File: config.mk
export PLATFORM = sky130hd
export DESIGN_NAME = mem_copy_engine
export DESIGN_NICKNAME = d
export VERILOG_FILES = /design/src/rtl/mem_copy_engine.sv
export SDC_FILE = /design/constraint.sdc
export NUM_CORES = 1
export LEC_CHECK = 0
export ABC_AREA = 1
export BUFFER_PORTS_ARGS = -buffer_cell sky130_fd_sc_hd__buf_4
export CORE_UTILIZATION = 50
export CTS_BUF_LIST = sky130_fd_sc_hd__clkbuf_8
export DETAILED_ROUTE_END_ITERATION = 8
export GPL_ROUTABILITY_DRIVEN = 0
export GPL_TIMING_DRIVEN = 0
export PLACE_DENSITY = 0.8
export SLEW_MARGIN = 30
export SYNTH_ARGS = -nofsm -noshare
export SYNTH_HDL_FRONTEND = slang
export SYNTH_SLANG_ARGS = --single-unit
File: constraint.sdc
create_clock -name clk -period 3.6 [get_ports clk]
set_clock_uncertainty 0.2 [all_clocks]
set_input_delay 0.36 -clock clk [delete_from_list [all_inputs] [get_ports clk]]
set_output_delay 0.36 -clock clk [all_outputs]
set_load 0.03 [all_outputs]
File: src/rtl/mem_copy_engine.sv
// Block-copy DMA master for the single-port word memory, with a running checksum; one word per two cycles, done 2*len+1 cycles after start.
// There is no backpressure: start is honoured only in IDLE, and requests made while busy or in DONE are dropped.
module mem_copy_engine #(
    parameter int AW = 16,
    parameter int DW = 16
) (
    input  logic          clk,
    input  logic          rst,
    input  logic          start,
    input  logic [AW-1:0] src_base,
    input  logic [AW-1:0] dst_base,
    input  logic [AW-1:0] len,
    output logic          busy,
    output logic          done,
    output logic [DW-1:0] checksum,
    output logic [AW-1:0] mem_addr,
    output logic          mem_wen,
    output logic [DW-1:0] mem_wdata,
    input  logic [DW-1:0] mem_rdata
);

    typedef enum logic [1:0] {
        S_IDLE = 2'd0,
        S_RD   = 2'd1,
        S_WR   = 2'd2,
        S_DONE = 2'd3
    } state_t;

    state_t        state, state_nxt;
    logic [AW-1:0] src_r, dst_r, len_r, cnt;
    logic [AW-1:0] cnt_inc;

    assign cnt_inc = cnt + {{(AW-1){1'b0}}, 1'b1};

    always_ff @(posedge clk or negedge rst) begin
        if (!rst) state <= S_IDLE;
        else      state <= state_nxt;
    end

    always_comb begin
        state_nxt = state;
        case (state)
            S_IDLE: if (start) state_nxt = (len == '0) ? S_DONE : S_RD;
            S_RD:   state_nxt = S_WR;
            S_WR:   state_nxt = (cnt_inc == len_r) ? S_DONE : S_RD;
            S_DONE: state_nxt = S_IDLE;
            default: state_nxt = S_IDLE;
        endcase
    end

    // Transfer parameters are captured once; later input changes cannot disturb an ongoing copy.
    always_ff @(posedge clk or negedge rst) begin
        if (!rst) begin
            src_r    <= '0;
            dst_r    <= '0;
            len_r    <= '0;
            cnt      <= '0;
            checksum <= '0;
        end else begin
            if (state == S_IDLE && start) begin
                src_r    <= src_base;
                dst_r    <= dst_base;
                len_r    <= len;
                cnt      <= '0;
                checksum <= '0;
            end else if (state == S_WR) begin
                cnt      <= cnt_inc;
                checksum <= checksum + mem_rdata;
            end
        end
    end

    // The memory port decodes only from state and registers, so start never reaches it combinationally.
    always_comb begin
        busy      = 1'b0;
        done      = 1'b0;
        mem_addr  = '0;
        mem_wen   = 1'b0;
        mem_wdata = '0;
        case (state)
            S_RD: begin
                busy     = 1'b1;
                mem_addr = src_r + cnt;
            end
            S_WR: begin
                busy      = 1'b1;
                mem_addr  = dst_r + cnt;
                mem_wen   = 1'b1;
                mem_wdata = mem_rdata;
            end
            S_DONE: done = 1'b1;
            default: ;
        endcase
    end

endmodule

==> results.toml, run 1 <==
[status]
status = "finished, final reports clean"

[sta]
layout_setup_ws_ns = 0.03669
final_max_slew_viol_count = 0
tightest_slew_ns = 0.7818
timing.fmax_ghz = 0.2806
setup_violations = 0
rsz0062_at_grt = "true"
whs_ns = 0.006083
slew-limit-headroom_pct = 47.88
fin_crit_sh_pct = 98.98
layout_min_cycle_time_ns = 3.563
finalHoldViolCount = 0
fin_setup_tns_ns = 0

[clocking]
clk_path_buf_depth = 2
cts_tree = "yes"
clock_latency_ns = 0.37
clkTransAtPathRegs_ns = 0.08
numCtsBuffers = 9
cts_sinks = 82
cts_root_buf = "clkbuf_8"
cts.htree.levels = 3

[critical_path]
startpoint_type = "flip-flop"
reg2reg_slack_ns = 0.51
cp_top_family = "adder cells"
arrival_ns = 3.00
critPathKind = "reg -> out"
crit_path_top_delay_cell = "dfrtp_1"
path_buf_inv = 5
cp.required_ns = 3.04
crit_fanout = 6
crit_chain = "inv_2 -> ha_4 -> buf_6 -> nand2_2 -> nand2_2 -> ha_4 -> inv_2 -> fa_2 -> nor2_1 -> o21ai_1 -> and2_4 -> inv_4 -> a21oi_4 -> and2_4 -> o21ai_2 -> o21ai_1 -> a21oi_2 -> buf_6"
slowest_delay_ns = 0.41
end_kind = "output port"

[synth]
yosys_warnings = 0
async_flop_share_pct = 100.0
synthCells = 804
netlist_top_cells_count = "nand2_1, inv_1, dfrtp_1, o21ai_0, a21oi_1"
syn_area_um2 = 5575
ys_types = 39
yosys_register_bits = 82
synth.most_common_cell = "nand2_1"
synth_ff_type = "dfrtp_1"
yosys.area.top_type = "dfrtp_1"
synth_area_leaders = "dfrtp_1, nand2_1, ha_1"
synth_top_area_share_pct = 36.80
yosysSeqAreaShare_pct = 36.80
synth_edf_count = 0
syn-mean-instance-area_um2 = 6.935
synthesis.nets = 909

[pwr]
ir_drop_uv = 387.3
power_switching_w = 0.001084
combinationalPowerShare_pct = 35.9
seqPwrFrac_pct = 37.6
total_leakage_power_nw = 3.953
p_int_w = 0.001847
power_density_nw_per_um2 = 396.5
switching_share_pct = 36.97
clkPwrFrac_pct = 26.5

[global_routing]
grt_use_met1_pct = 38.33
overflow = 0
gr-usage-all-layers_pct = 29.38
use_met3_pct = 3.692
grt_pass1_vias = 5603
antenna_found_initial = 0
grt_max_degree = 83
grtUsageMet2_pct = 49.27
grt_pass1_wl_um = 26290
busiest_layer = "met2"

[final_layout]
drive_gt1_share_pct = 19.22
nNetsFinal = 1078
syn_to_final_growth_pct = 32.59
num_antenna_cells = 0
final_cells = 1118

[die]
dieArea_um2 = 11580
dieWidth_um = 107.6
die_h_um = 107.6
start_util_pct = 51.43
core_area_um2 = 10840
ios = 118
rows = 38

[drt]
drt_pre_antenna_iters = 5
drcViolationCount = 0
drtIter0Drc = 463
avgRoutedWirePerCell_um = 14.74
drt-total-wl_um = 16480
drtAntennaViolNets = 0
vias_per_cell = 5.316
route.vias.total = 5943

[run]
max_cap_viol_count = 0

[min_path]
hold_path.class = "in -> reg"

[placed_design]
io_buffers = 117
post-place-ws_ns = -0.2312
place_inst = 1061
hpwl_um = 11520
-- worst register-to-register path: stages (launching register included) --
cell and delay (ns):
dfrtp_1 0.41, inv_2 0.09, buf_4 0.10, buf_4 0.10
ha_1 0.17, nand2_1 0.25, inv_1 0.17, clkbuf_1 0.56
nor2_2 0.20, inv_1 0.29, buf_2 0.31, o22ai_1 0.12
-- power by group through the flow --
stage / logic [W] / registers, W / clock network (W)
after floorplan: 0.000496 / 0.00128 / 0
after global placement: 0.00100 / 0.00111 / 0
after detailed placement: 0.00102 / 0.00111 / 0
after CTS: 0.00105 / 0.00110 / 0.000783
after global routing: 0.00117 / 0.00111 / 0.000817
final: 0.00105 / 0.00110 / 0.000777
-- final timing paths --
check / start / end / depth (start not counted)
worst max-delay path: state[0]$_DFFE_PN0P_ / mem_addr[12] / 18
worst min-delay path: src_base[8] / src_r[8]$_DFFE_PN0P_ / 3
worst max register to register: state[0]$_DFFE_PN0P_ / cnt[14]$_DFFE_PN0P_ / 11
worst min register to register: dst_r[14]$_DFFE_PN0P_ / dst_r[14]$_DFFE_PN0P_ / 2
max in group asynchronous: rst / checksum[6]$_DFFE_PN0P_ / 2
min in group asynchronous: rst / len_r[10]$_DFFE_PN0P_ / 2
-- metal layers --
layer,routed length [um],part of all wire [%],vias up
li1,-,-,2949
met1,7104,43,2726
met2,7978,48,234
met3,956,5.8,34
met4,439,2.7,0
met5,0,0,-
-- registers in the layout, indices dropped and copies added (netlist names) --
| signal | cells |
|---|---|
| checksum | 16 |
| src_r | 16 |
| state | 2 |
| cnt | 16 |
| len_r | 16 |
| dst_r | 16 |
-- cell families after synthesis --
kind of cell	share of synthesized area (%)
compound gates	12.97
xor+xnor	1.414
fa+ha+maj	8.797
buf+inv	7.136
flops	36.80
simple gates	32.88
-- through the flow --
stage | utilization (%) | cell area, um2 | power, W
floorplan | - | 5593 | 0.001777
CTS | 66.96 | 7258 | 0.002934
detailed placement | 61.35 | 6650 | 0.002135
global placement | 61.31 | 6646 | 0.002114
global route | 68.19 | 7392 | 0.003101
finish | 68.19 | 7392 | 0.002931
-- what timing repair did --
action,CTS,global route
gates resized for setup,14,28
endpoints found under the setup margin,12,8
pin swaps,1,9
setup buffers,7,6
endpoints found under the hold margin,111,0
hold buffers,30,0
-- area by class of cell --
type,count,area [um2]
timing repair buffer,160,1284
multi-input combinational,617,3249
clock inverter,6,88.84
sequential,82,2052
buffer,18,81.33
inverter,85,324.1
fill,903,3448
clock buffer,10,137.6
tap,140,175.2
-- layout by cell type, fill, tap and decap left out, types with 3 or more instances in the layout --
master         instances
buf_1                  3
a21o_1                 3
ha_4                   6
nor2_4                 4
buf_4                127
dfrtp_1               82
nor4_1                 3
nor2_1                44
o21ai_0               50
nand3b_1               6
nand2_1              310
inv_2                  3
clkbuf_8              10
nand3_1               41
buf_6                  4
nand2_2                4
dlygate4sd3_1         30
clkbuf_1              12
nor2_2                 4
nor3_1                 3
o21bai_1               4
a21oi_1               43
nand4_1               11
o21ai_2                4
o21ai_1                7
ha_1                  30
inv_1                 80
xor2_1                 7
or2_2                  3
o22ai_1                9
(Power assumes the default switching activity.)
==> run 2: changes to the inputs <==
Settings changed: GPL_ROUTABILITY_DRIVEN 0 to 1.
Clock period 3.6 ns to 3.7 ns, I/O delays scaled along.
==> results.toml, run 2 (same netlist as run 1, synthesis figures left out) <==
[status]
status = "finished with violations"
violations = "hold timing"

[run]
max_cap_viol_count = 0

[final_layout]
layout_commonest_cell = "nand2_1"
final_cell_mix = "nand2_1, buf_4, dfrtp_1, inv_1, o21ai_0"
drive_gt1_share_pct = 19.75
syn_to_final_growth_pct = 29.49
final_core_util_pct = 66.60
num_antenna_cells = 0
nNetsFinal = 1062

[sta]
final_max_slew_viol_count = 0
slew-limit-headroom_pct = 48.56
fin_setup_tns_ns = 0
whs_ns = -0.0005246
layout_min_cycle_time_ns = 3.624
setup_violations = 0
tightest_slew_ns = 0.7715
finalHoldViolCount = 1
timing.fmax_ghz = 0.2760
fin_crit_sh_pct = 97.94
layout_setup_ws_ns = 0.07627

[drt]
vias_per_cell = 5.300
drt_pre_antenna_iters = 4
drt-total-wl_um = 15950
route.vias.total = 5841
drtIter0Drc = 385
drtAntennaViolNets = 0
drcViolationCount = 0
avgRoutedWirePerCell_um = 14.47

[pwr]
power_density_nw_per_um2 = 372.4
total_leakage_power_nw = 3.861
ir_drop_uv = 435.0

[critical_path]
end_kind = "output port"
startpoint_type = "flip-flop"
critPathKind = "reg -> out"
crit_fanout = 10
arrival_ns = 3.05
cp.required_ns = 3.13

[global_routing]
gr-usage-all-layers_pct = 28.42
antenna_found_initial = 0
grt_pass1_wl_um = 25590
grt_max_degree = 83
overflow = 0
grt_pass1_vias = 5418

[die]
dieArea_um2 = 11580
ios = 118
dieWidth_um = 107.6
rows = 38
die_h_um = 107.6
start_util_pct = 51.43
core_area_um2 = 10840

[clocking]
numCtsBuffers = 9
clkTransAtPathRegs_ns = 0.09
cts_tree = "yes"
cts_root_buf = "clkbuf_8"
clk_path_buf_depth = 2
cts_sinks = 82
cts.htree.levels = 3
clock_latency_ns = 0.37

[placed_design]
hpwl_um = 11570
gp_congestion = 0.8881
post-place-ws_ns = -0.1290
io_buffers = 117

[min_path]
hold_path.class = "in -> reg"
run 2: changes by cell type in the layout (fill, tap and decap cells not counted), sizes merged:
cell / delta
dlygate4sd3: -16
bufinv: -2
clkinv: +2
clkbuf: -1
clkinvlp: +1
run 2: worst paths after layout:
path / from / endpoint / slack [ns] / cells after the start
max in group asynchronous: rst / checksum[0]$_DFFE_PN0P_ / 2.35 / 2
worst min-delay path: src_base[11] / src_r[11]$_DFFE_PN0P_ / -0.0005 / 3
worst min register to register: src_r[7]$_DFFE_PN0P_ / src_r[7]$_DFFE_PN0P_ / 0.29 / 2
worst max-delay path: state[0]$_DFFE_PN0P_ / mem_addr[13] / 0.08 / 17
min in group asynchronous: rst / len_r[13]$_DFFE_PN0P_ / 0.41 / 2
worst max register to register: state[1]$_DFFE_PN0P_ / cnt[1]$_DFFE_PN0P_ / 0.64 / 10
run 2: layer usage:
metal  share of wire [%]  routed length [um]  vias to the layer above  global-route usage [%]
met1                  44                6997                     2718                   37.55
met4                 2.2                 353                        0                   9.883
met3                 6.7                1061                       25                   5.690
li1                    -                   -                     2911                       -
met2                  47                7533                      187                   46.29
met5                   0                   0                        -                       0
run 2: cell type report:
type                       instances  area (um2)
clock inverter                     7       53.80
inverter                          85       326.6
timing repair buffer             144        1140
fill                             938        3621
clock buffer                       9       123.9
tap                              140       175.2
buffer                            18       81.33
multi-input combinational        617        3267
sequential                        82        2052
run 2: metrics by stage:
stage | std cells | instance area (um2) | power (W)
after floorplan | 804 | 5583 | 0.001729
final | 1102 | 7219 | 0.002688
after global routing | 1102 | 7219 | 0.002862
after detailed placement | 1061 | 6640 | 0.002077
after CTS | 1093 | 7008 | 0.002688
after global placement | 1061 | 6636 | 0.002061
run 2: worst max-delay path, cell delays in order, from the launching register on:
cell       delay (ns)
dfrtp_1          0.41
inv_2            0.10
ha_4             0.18
buf_6            0.12
inv_6            0.04
buf_4            0.12
buf_4            0.16
nand2_1          0.07
nand2_1          0.12
ha_4             0.26
a21oi_1          0.18
o21ai_2          0.09
nand2_1          0.10
o2111ai_4        0.17
a21oi_2          0.19
o21ai_0          0.08
a21oi_1          0.14
buf_4            0.17
run 2: what timing repair did:
item                                    in CTS  in global routing
hold buffers                                12                  2
endpoints found under the setup margin      11                  8
buffers inserted                             5                  8
gates resized for setup                     12                 32
pin swaps                                    1                  9
hold endpoints to repair                    93                  2
run 2: power breakdown:
part,switching (W),internal [W],total [W]
Clock,0.000364,0.000249,0.000613
Sequential,0.0000882,0.000984,0.00107
Combinational,0.000602,0.000402,0.00100
Total,0.00105,0.00163,0.00269
==> run 3: changes to the inputs <==
Settings changed: CORE_UTILIZATION 50 to 57, CTS_CLUSTER_SIZE from default to 12, PLACE_DENSITY 0.8 to 0.89.
==> results.toml, run 3 (same netlist as run 1, synthesis figures left out) <==
[clocking]
cts_sinks = 82
cts_tree = "yes"
clkTransAtPathRegs_ns = 0.09
clk_path_buf_depth = 2
clock_latency_ns = 0.36
cts.htree.levels = 3
numCtsBuffers = 9
cts_root_buf = "clkbuf_8"

[critical_path]
slowest_delay_ns = 0.40
startpoint_type = "flip-flop"
crit_fanout = 10
arrival_ns = 3.08
crit_path_top_delay_cell = "dfrtp_1"
end_kind = "output port"
path_buf_inv = 6
worstSetupStartpoint = "state[0]$_DFFE_PN0P_"
critPathKind = "reg -> out"
cp.required_ns = 3.13
cpMostUsedCell = "buf_4"
crit_chain = "inv_2 -> ha_4 -> buf_4 -> inv_6 -> buf_4 -> buf_4 -> nand2_1 -> nand2_1 -> ha_1 -> a21oi_1 -> o21ai_1 -> a21oi_2 -> and2_4 -> o21ai_4 -> o21ai_2 -> a21oi_2 -> buf_6"
reg2reg_from = "state[1]$_DFFE_PN0P_"
cp_top_family = "compound AO/OA/AOI/OAI gates"
reg2reg_slack_ns = 0.62

[pwr]
ir_drop_uv = 397.4
total_leakage_power_nw = 3.846
power_density_nw_per_um2 = 387.4

[final_layout]
num_antenna_cells = 0
final_core_util_pct = 76.18
nNetsFinal = 1055
drive_gt1_share_pct = 20.31
final_cell_mix = "nand2_1, buf_4, dfrtp_1, inv_1, o21ai_0"
n_fill_cell = 689
layout_commonest_cell = "nand2_1"
syn_to_final_growth_pct = 28.05

[drt]
avgRoutedWirePerCell_um = 14.74
drt-met1-wl_um = 6702
vias_per_cell = 5.458
route.vias.total = 5916
top_layer = "met4"
drcViolationCount = 0
dr_wl_met3_um = 1095
drtAntennaViolNets = 0
drt-total-wl_um = 15980
wl_met2_um = 7622
drt_pre_antenna_iters = 5
drtIter0Drc = 357

[global_routing]
grt_pass1_wl_um = 24980
grt_pass1_vias = 5466
gr-usage-all-layers_pct = 31.50
antenna_found_initial = 0
grt_max_degree = 83
overflow = 0

[sta]
setup_violations = 0
finalHoldViolCount = 3
timing.fmax_ghz = 0.2742
tightest_slew_ns = 0.7664
whs_ns = -0.001618
slew-limit-headroom_pct = 48.91
layout_min_cycle_time_ns = 3.647
fin_crit_sh_pct = 98.57
final_max_slew_viol_count = 0

[placed_design]
io_buffers = 117
gp_congestion = 0.9134
hpwl_um = 11330

[min_path]
hold_path.class = "in -> reg"
hp-start = "dst_base[13]"

[status]
status = "finished with violations"
violations = "hold timing"

[die]
dieArea_um2 = 10180
start_util_pct = 59.49
rows = 35
die_h_um = 100.9
core_area_um2 = 9371
ios = 118
dieWidth_um = 100.9

[run]
max_cap_viol_count = 0
## run 3: cell count changes in the layout (fill, tap and decap cells not counted), sizes merged
cell         change
dlygate4sd3      -9
bufinv           +1
clkinvlp         -1
buf              +2
inv              -1
clkbuf           +1
## run 3: final cells by class
cell class                      instances  area (um2)  share of cell area, %
Timing Repair Buffer                  137        1049                  14.69
Buffer                                 18       81.33                  1.139
Sequential cell                        82        2052                  28.74
Inverter                               85       326.6                  4.574
Clock inverter                          6       72.57                  1.016
Multi-Input combinational cell        617        3259                  45.65
Tap cell                              129       161.4                  2.261
Clock buffer                           10       137.6                  1.928
## run 3: where the power goes
group	internal [W]	leakage (nW)	switching, W	total, W
combinational	0.000396	2.70	0.000603	0.000999
sequential	0.000984	1.04	0.0000839	0.00107
clock	0.000338	0.103	0.000361	0.000699
## run 3: repair_timing
action                     4_1_cts  5_1_grt
setup endpoints to repair       11        7
hold buffers                     5        0
hold endpoints to repair        86        0
setup buffers                    6        9
resized for setup               15       27
pin swaps                        1        9
## run 3: worst reg2reg max path: stages, from the launching register on
cell	delay, ns
dfrtp_1	0.45
buf_4	0.17
inv_1	0.09
ha_1	0.19
nand2_1	0.23
inv_1	0.18
clkbuf_1	0.53
nor2_2	0.21
inv_1	0.27
buf_2	0.31
o22ai_1	0.13
## run 3: per-layer routing
layer / track usage (%) / up-vias
met5: 0 / -
met2: 53.85 / 251
met3: 5.062 / 47
met4: 11.26 / 0
li1: - / 2905
met1: 40.47 / 2713
## run 3: worst paths after layout
check                                           to  cells after the start
min in group asynchronous    len_r[12]$_DFFE_PN0P_                      2
max reg2reg                     cnt[8]$_DFFE_PN0P_                     10
min reg2reg                   dst_r[1]$_DFFE_PN0P_                      2
min                          dst_r[13]$_DFFE_PN0P_                      3
max                                   mem_addr[12]                     17
max in group asynchronous  checksum[9]$_DFFE_PN0P_                      2
## run 3: per-stage QoR
stage / cell area (um2) / cells / setup slack (ns) / setup TNS [ns] / total power, W
after global placement: 6623 / 1050 / -0.06890 / -0.06890 / 0.002052
after global routing: 7139 / 1084 / -0.04249 / -0.06898 / 0.002935
after detailed placement: 6626 / 1050 / -0.1229 / -0.1951 / 0.002070
after CTS: 6964 / 1075 / 0.001053 / 0 / 0.002761
after floorplan: 5583 / 804 / 0.03804 / 0 / 0.001729
final: 7139 / 1084 / 0.05296 / 0 / 0.002766
